[src/rtl/counter.sv]
// rtl/counter.sv - 2-bit up/down counter with clear, load, terminal count and carry pulse
//
// Purpose:
//   Modulo-4 up/down counter. On each rising clk edge one action is taken,
//   highest priority first: clear, parallel load, count step (direction from
//   up_dn), hold. The count bits come straight from flops. tc flags the
//   terminal value for the current direction. carry pulses for one cycle
//   after a counting edge that wrapped.
//
// Ports:
//   clk    in   1  clock, rising edge
//   rst_n  in   1  asynchronous active-low reset
//   en     in   1  count enable
//   clr    in   1  synchronous clear to 0
//   up_dn  in   1  1 = increment, 0 = decrement
//   load   in   1  synchronous parallel load of d
//   d      in   2  load value
//   Q0o    out  1  count bit 0 (registered)
//   Q1o    out  1  count bit 1 (registered)
//   tc     out  1  terminal count (combinational from count and up_dn)
//   carry  out  1  one-cycle registered wrap pulse

module counter (
  input  logic       clk,
  input  logic       rst_n,
  input  logic       en,
  input  logic       clr,
  input  logic       up_dn,
  input  logic       load,
  input  logic [1:0] d,
  output logic       Q0o,
  output logic       Q1o,
  output logic       tc,
  output logic       carry
);

  logic [1:0] cnt_q;
  logic [1:0] cnt_d;
  logic       carry_q;
  logic       carry_d;

  // Terminal value is 3 when counting up and 0 when counting down, so a
  // counting edge taken while tc is high is exactly a wrap.
  assign tc = up_dn ? (cnt_q == 2'd3) : (cnt_q == 2'd0);

  always_comb begin
    cnt_d   = cnt_q;
    carry_d = 1'b0;
    if (clr) begin
      cnt_d = 2'd0;
    end else if (load) begin
      cnt_d = d;
    end else if (en) begin
      // Only a real count step may raise carry; clear and load never do.
      carry_d = tc;
      if (up_dn) begin
        cnt_d = cnt_q + 2'd1;
      end else begin
        cnt_d = cnt_q - 2'd1;
      end
    end
  end

  always_ff @(posedge clk or negedge rst_n) begin
    if (!rst_n) begin
      cnt_q   <= 2'd0;
      carry_q <= 1'b0;
    end else begin
      cnt_q   <= cnt_d;
      carry_q <= carry_d;
    end
  end

  assign Q0o   = cnt_q[0];
  assign Q1o   = cnt_q[1];
  assign carry = carry_q;

endmodule

[config.mk]
export PLATFORM = sky130hd
export DESIGN_NAME = counter
export DESIGN_NICKNAME = d
export VERILOG_FILES = /design/src/rtl/counter.sv
export SDC_FILE = /design/constraint.sdc
export NUM_CORES = 1
export LEC_CHECK = 0
export CORE_AREA = 5 5 42 44
export CTS_CLUSTER_DIAMETER = 100
export CTS_CLUSTER_SIZE = 14
export DETAILED_ROUTE_END_ITERATION = 7
export DIE_AREA = 0 0 47 49
export MAX_ROUTING_LAYER = met4
export PLACE_DENSITY = 0.36
export SLEW_MARGIN = 20
export SYNTH_ARGS = -nofsm -noshare
export SYNTH_HDL_FRONTEND = slang
export SYNTH_SLANG_ARGS = --single-unit
export TNS_END_PERCENT = 50
[constraint.sdc]
create_clock -name clk -period 1.3 [get_ports clk]
set_input_delay 0.26 -clock clk [delete_from_list [all_inputs] [get_ports clk]]
set_output_delay 0.26 -clock clk [all_outputs]
set_load 0.03 [all_outputs]
Word level (Yosys, flattened, before mapping). Cells that the tools add are included.

$add $sub $neg: 2. Multipliers: 0. Div/mod/pow operators: 0. $lt $le $gt $ge: 0. Equality and inequality tests: 1. Shift-type cells: 0. Muxes and demuxes: 8. Bitwise operators: 0. Reduce and logical (&&, ||, !) cells: 2.

Operators with widths (number): $mux 2 (4); $mux 1 (4); $reduce_bool 3->1 (1); $add 2x1->2 const B (1); $eq 2x2->1 const B (1); $logic_not 2->1 (1); $sub 2x1->2 const B (1).

Register bits: 3. Bits in latches: 0. Bits in writable memories: 0. Memory bits (read-only): 0. Input bits: 8. Word-level logic and storage cells: 15. Memories: 0.

Depth between registers and ports, before layout.
Word-level depth: 5. Depth in mapped cells: 3. Mapped depth without buffers: 3.

Worst setup path after synthesis. OpenSTA, ideal clock, no wires.

Path kind: register to output. Start point: reg cnt_q[0]. End point: out tc. Data arrival time: 1.184 ns. Path slack: -0.144 ns. Stages on the path, launching flop included: 3. Buffers on the path: 0. Cell sequence: dfrtp_1 -> or3_4 -> nand2_1.

Word-level cells in the longest chain between the ends: 2. Elaborated cells between the ends (all ways): 3.

Ends and longest elaborated chain: from (decl) (line 37) `logic [1:0] cnt_q;`; from (signal assigned) (line 69) `cnt_q <= cnt_d;`; $eq 2x2->1 / $logic_not 2->1 (equally long branches) (line 44) `assign tc = up_dn ? (cnt_q == 2'd3) : (cnt_q == 2'd0);`; $mux 1 * (line 44); to (decl) (line 33) `output logic tc,`.

Mark *: on every way between the ends. The rest lies on a longest branch, timed or not.

Worst setup path in the final report.
Start point: reg cnt_q[1]. End point: out tc.

Same word-level chain as after synthesis.

==> out/results.md <==
| Stage | Metric | Value |
| --- | --- | --- |
| timing | Least setup slack across all paths after layout | -0.1505 ns |
| synth | Post-synthesis cell type count | 13 |
| synth | Number of cells produced by synthesis | 17 |
| global routing | Total routing usage reported by global routing | 0.06363 |
| setup path | CP required | 1.04 ns |
| synth | Number of synthesized register bits | 3 |
| synth | Syn Area/Cell | 10.30 um^2 |
| place | Post-DP HPWL | 440.5 um |
| setup path | Startpoint type of the worst setup path | flip-flop |
| layout | Filler cells | 162 |
| status | Status | finished with violations |
| timing | Period minus WS final | 1.450 ns |
| global routing | Overflow left after global routing | 0 |
| flow run | Max cap viols | 0 |
| power and ir drop | Static power due to leakage | 0.1805 nW |
| clocking | CTS HTree Levels | 1 |
| timing | Setup total negative slack | -0.1881 ns |
| power and ir drop | Maximum VDD drop | 0.3938 mV |
| setup path | Sum of buffers and inverters on the critical path | 1 |
| clocking | CTS Root Cell | clkbuf_4 |
| power and ir drop | Internal Power | 279.6 uW |
| power and ir drop | Power dissipated by switching net loads | 106.6 uW |
| floorplanning | Count of standard-cell rows | 14 |
| global routing | First-pass GRT wire length | 917 um |
| clocking | Sink Count | 3 |
| setup path | CP max-delay cell | dfrtp_2 |
| timing | Actual slew at the worst max-slew pin | 0.2939 ns |
| drt | Final wirelength | 534 um |
| global routing | Largest net degree at the start of global routing | 6 |
| setup path | Startpoint-to-endpoint class of the critical path | flip-flop to output port |
| setup path | Worst setup EP type | output port |
| drt | Iteration-0 DRC count of the detailed router | 3 |
| layout | Diodes inserted | 0 |
| setup path | Cell-by-cell listing of the critical path | or3_4, nand2_2, buf_6 |
| drt | First-pass detailed-route iteration total | 4 |
| place | Post-place setup slack | -0.2736 ns |
| setup path | Worst-path maximum fanout | 2 |
| layout | Layout cells sized above 1 | 0.4474 |
| floorplanning | Vertical die dimension | 49 um |
| timing | Tightest slew margin relative to the limit | 0.8037 |
| global routing | Antenna violations before repair | 0 |
| floorplanning | I/O pin cnt | 12 |
| synth | Syn nets | 25 |
| power and ir drop | Logic pwr share | 0.301 |
| timing | Achievable Freq | 689.4 MHz |
| timing | Total setup violations reported at the end of the flow | 2 |
| synth | Fraction of the yosys area taken by sequential cells | 0.4286 |
| floorplanning | Overall die area | 2303 um^2 |
| clocking | Insertion delay of the later-clocked pin in the worst-skew pair | 0.23 ns |
| layout | Total number of nets in the final design | 47 |
| global routing | Via count of the first global-routing pass | 225 |
| place | Port-buffer cells | 11 |
| clocking | CTS Buf Count | 3 |
| clocking | Clock tree from TritonCTS | done |
| drt | Number of nets with antenna violations after detailed routing | 0 |
| drt | Routed via count | 195 |
| synth | Total of warnings raised by yosys | 0 |
| worst hold path | Type of the tightest min-delay check | input pin to async pin |
| drt | WL/cell | 9.889 um |
| setup path | Critical Path Max Stage Delay | 0.40 ns |
| clocking | Clock-pin transition on the worst setup and hold timing paths | 0.04 ns |
| synth | Post-Syn Area | 175.2 um^2 |
| timing | RSZ-0062 raised after global routing | true |
| status | Violations in the final reports | negative setup slack |
| layout | Area delta synth->final | 114.3% |
| floorplanning | Horizontal die dimension | 47 um |
| setup path | Arrival time reported for the critical path endpoint | 1.19 ns |
| clocking | Clock buffer depth | 2 |
| setup path | Cell type group with the largest total delay on the critical path | simple AND/OR/NAND/NOR gates |
| drt | Residual DRC count | 0 |
| timing | Total count of hold-check failures in the final report | 0 |
| drt | Via-per-instance ratio | 3.611 |
| layout | Area of all sequential standard cells | 77.57 um^2 |
| floorplanning | Std-Cell Core Area | 1401 um^2 |
| timing | Post-route clock skew | 0.001311 ns |
| layout | Multi-input gate area in the final layout | 95.09 um^2 |
| timing | Fraction of the cycle the final worst path needs | 1.116 |
| power and ir drop | Post-route total power | 386.2 uW |
| power and ir drop | Ratio of total power to cell area | 1029 nW/um^2 |
| floorplanning | Starting density of the core | 0.1250 |
| power and ir drop | Part of the power in the clock network | 0.426 |
| place | Routability congestion estimate from global placement | 0.7393 |
| timing | Total count of max-transition violations in the final report | 0 |
| power and ir drop | Sequential power share | 0.273 |
| power and ir drop | Switching part of the total | 0.2761 |
-- synth_stat cells (all sizes together) --
cell type,number,share of area
nor2,1,0.021
dfrtp,3,0.43
xor2,2,0.10
or3,1,0.064
inv,2,0.043
o21a,1,0.043
o31a,1,0.050
a21oi,1,0.029
nand2,1,0.021
a2111oi,1,0.086
nor3,1,0.029
mux2i,1,0.057
nand3,1,0.029
-- through the flow --
step,instances,hold slack (ns),area [um^2],util
global route,54,0.2083,375.4,0.2679
floorplan,17,-0.03559,180.2,-
detailed placement,47,0.4556,325.3,0.2321
global placement,47,0.4485,325.3,0.2321
CTS,52,0.2010,360.3,0.2571
finish,54,0.2073,375.4,0.2679
-- final timing paths --
| check | from | slack, ns | end | cells past startpoint |
|---|---|---|---|---|
| max | cnt_q[1] | -0.15 | tc | 3 |
| min | rst_n | 0.21 | carry | 1 |
| max reg2reg | cnt_q[1] | -0.04 | carry | 3 |
| min reg2reg | cnt_q[1] | 0.67 | carry | 3 |
| max in group asynchronous | rst_n | 0.94 | cnt_q[0] | 1 |
| min in group clk | up_dn | 0.56 | carry | 4 |
-- power groups by stage --
stage | Clock (mW) | Sequential, mW | Combinational [mW]
6_report | 0.164 | 0.105 | 0.116
5_1_grt | 0.192 | 0.106 | 0.125
3_5_place_dp | 0 | 0.109 | 0.103
4_1_cts | 0.177 | 0.108 | 0.108
3_3_place_gp | 0 | 0.109 | 0.103
2_1_floorplan | 0 | 0.121 | 0.0348
-- state kept, by name, indices dropped and copies added, names as in the netlist --
signal and flops:
cnt_q 2, carry 1
-- cell families after synthesis --
group | after synthesis | share of synthesized area
AND/OR/NAND/NOR | 5 | 0.1642
AO/OA/AOI/OAI | 4 | 0.2071
flip-flops | 3 | 0.4286
XOR/XNOR | 2 | 0.1000
buffers and inverters | 2 | 0.04287
multiplexers | 1 | 0.05715
-- layout make-up --
type                            count  area share
Inverter                            2     0.02000
Tap cell                           16     0.05333
Clock buffer                        4     0.07000
Timing Repair Buffer               17      0.3967
Multi-Input combinational cell     12      0.2533
Sequential cell                     3      0.2067
-- routing by layer --
| layer | GRT usage | vias to the layer above | wire length (um) |
|---|---|---|---|
| li1 | - | 101 | - |
| met3 | 0.03321 | 0 | 23 |
| met4 | 0.06912 | 0 | 0 |
| met2 | 0.09729 | 6 | 328 |
| met5 | - | - | 0 |
| met1 | 0.04636 | 88 | 182 |
-- timing repair --
action                                  4_1_cts  5_1_grt
endpoints found under the hold margin         0        0
buffers inserted                              1        2
hold buffers                                  0        0
resized for setup                             3        0
pin swaps                                     2        1
endpoints found under the setup margin        2        2
-- layout by cell type, fill, tap and decap left out, types with 2 or more instances in the layout --
cell type / n
buf_4: 8
clkbuf_4: 3
clkdlybuf4s50_1: 6
dfrtp_2: 2
dlygate4sd2_1: 2
inv_1: 2
xor2_1: 2
(Power assumes the default switching activity.)
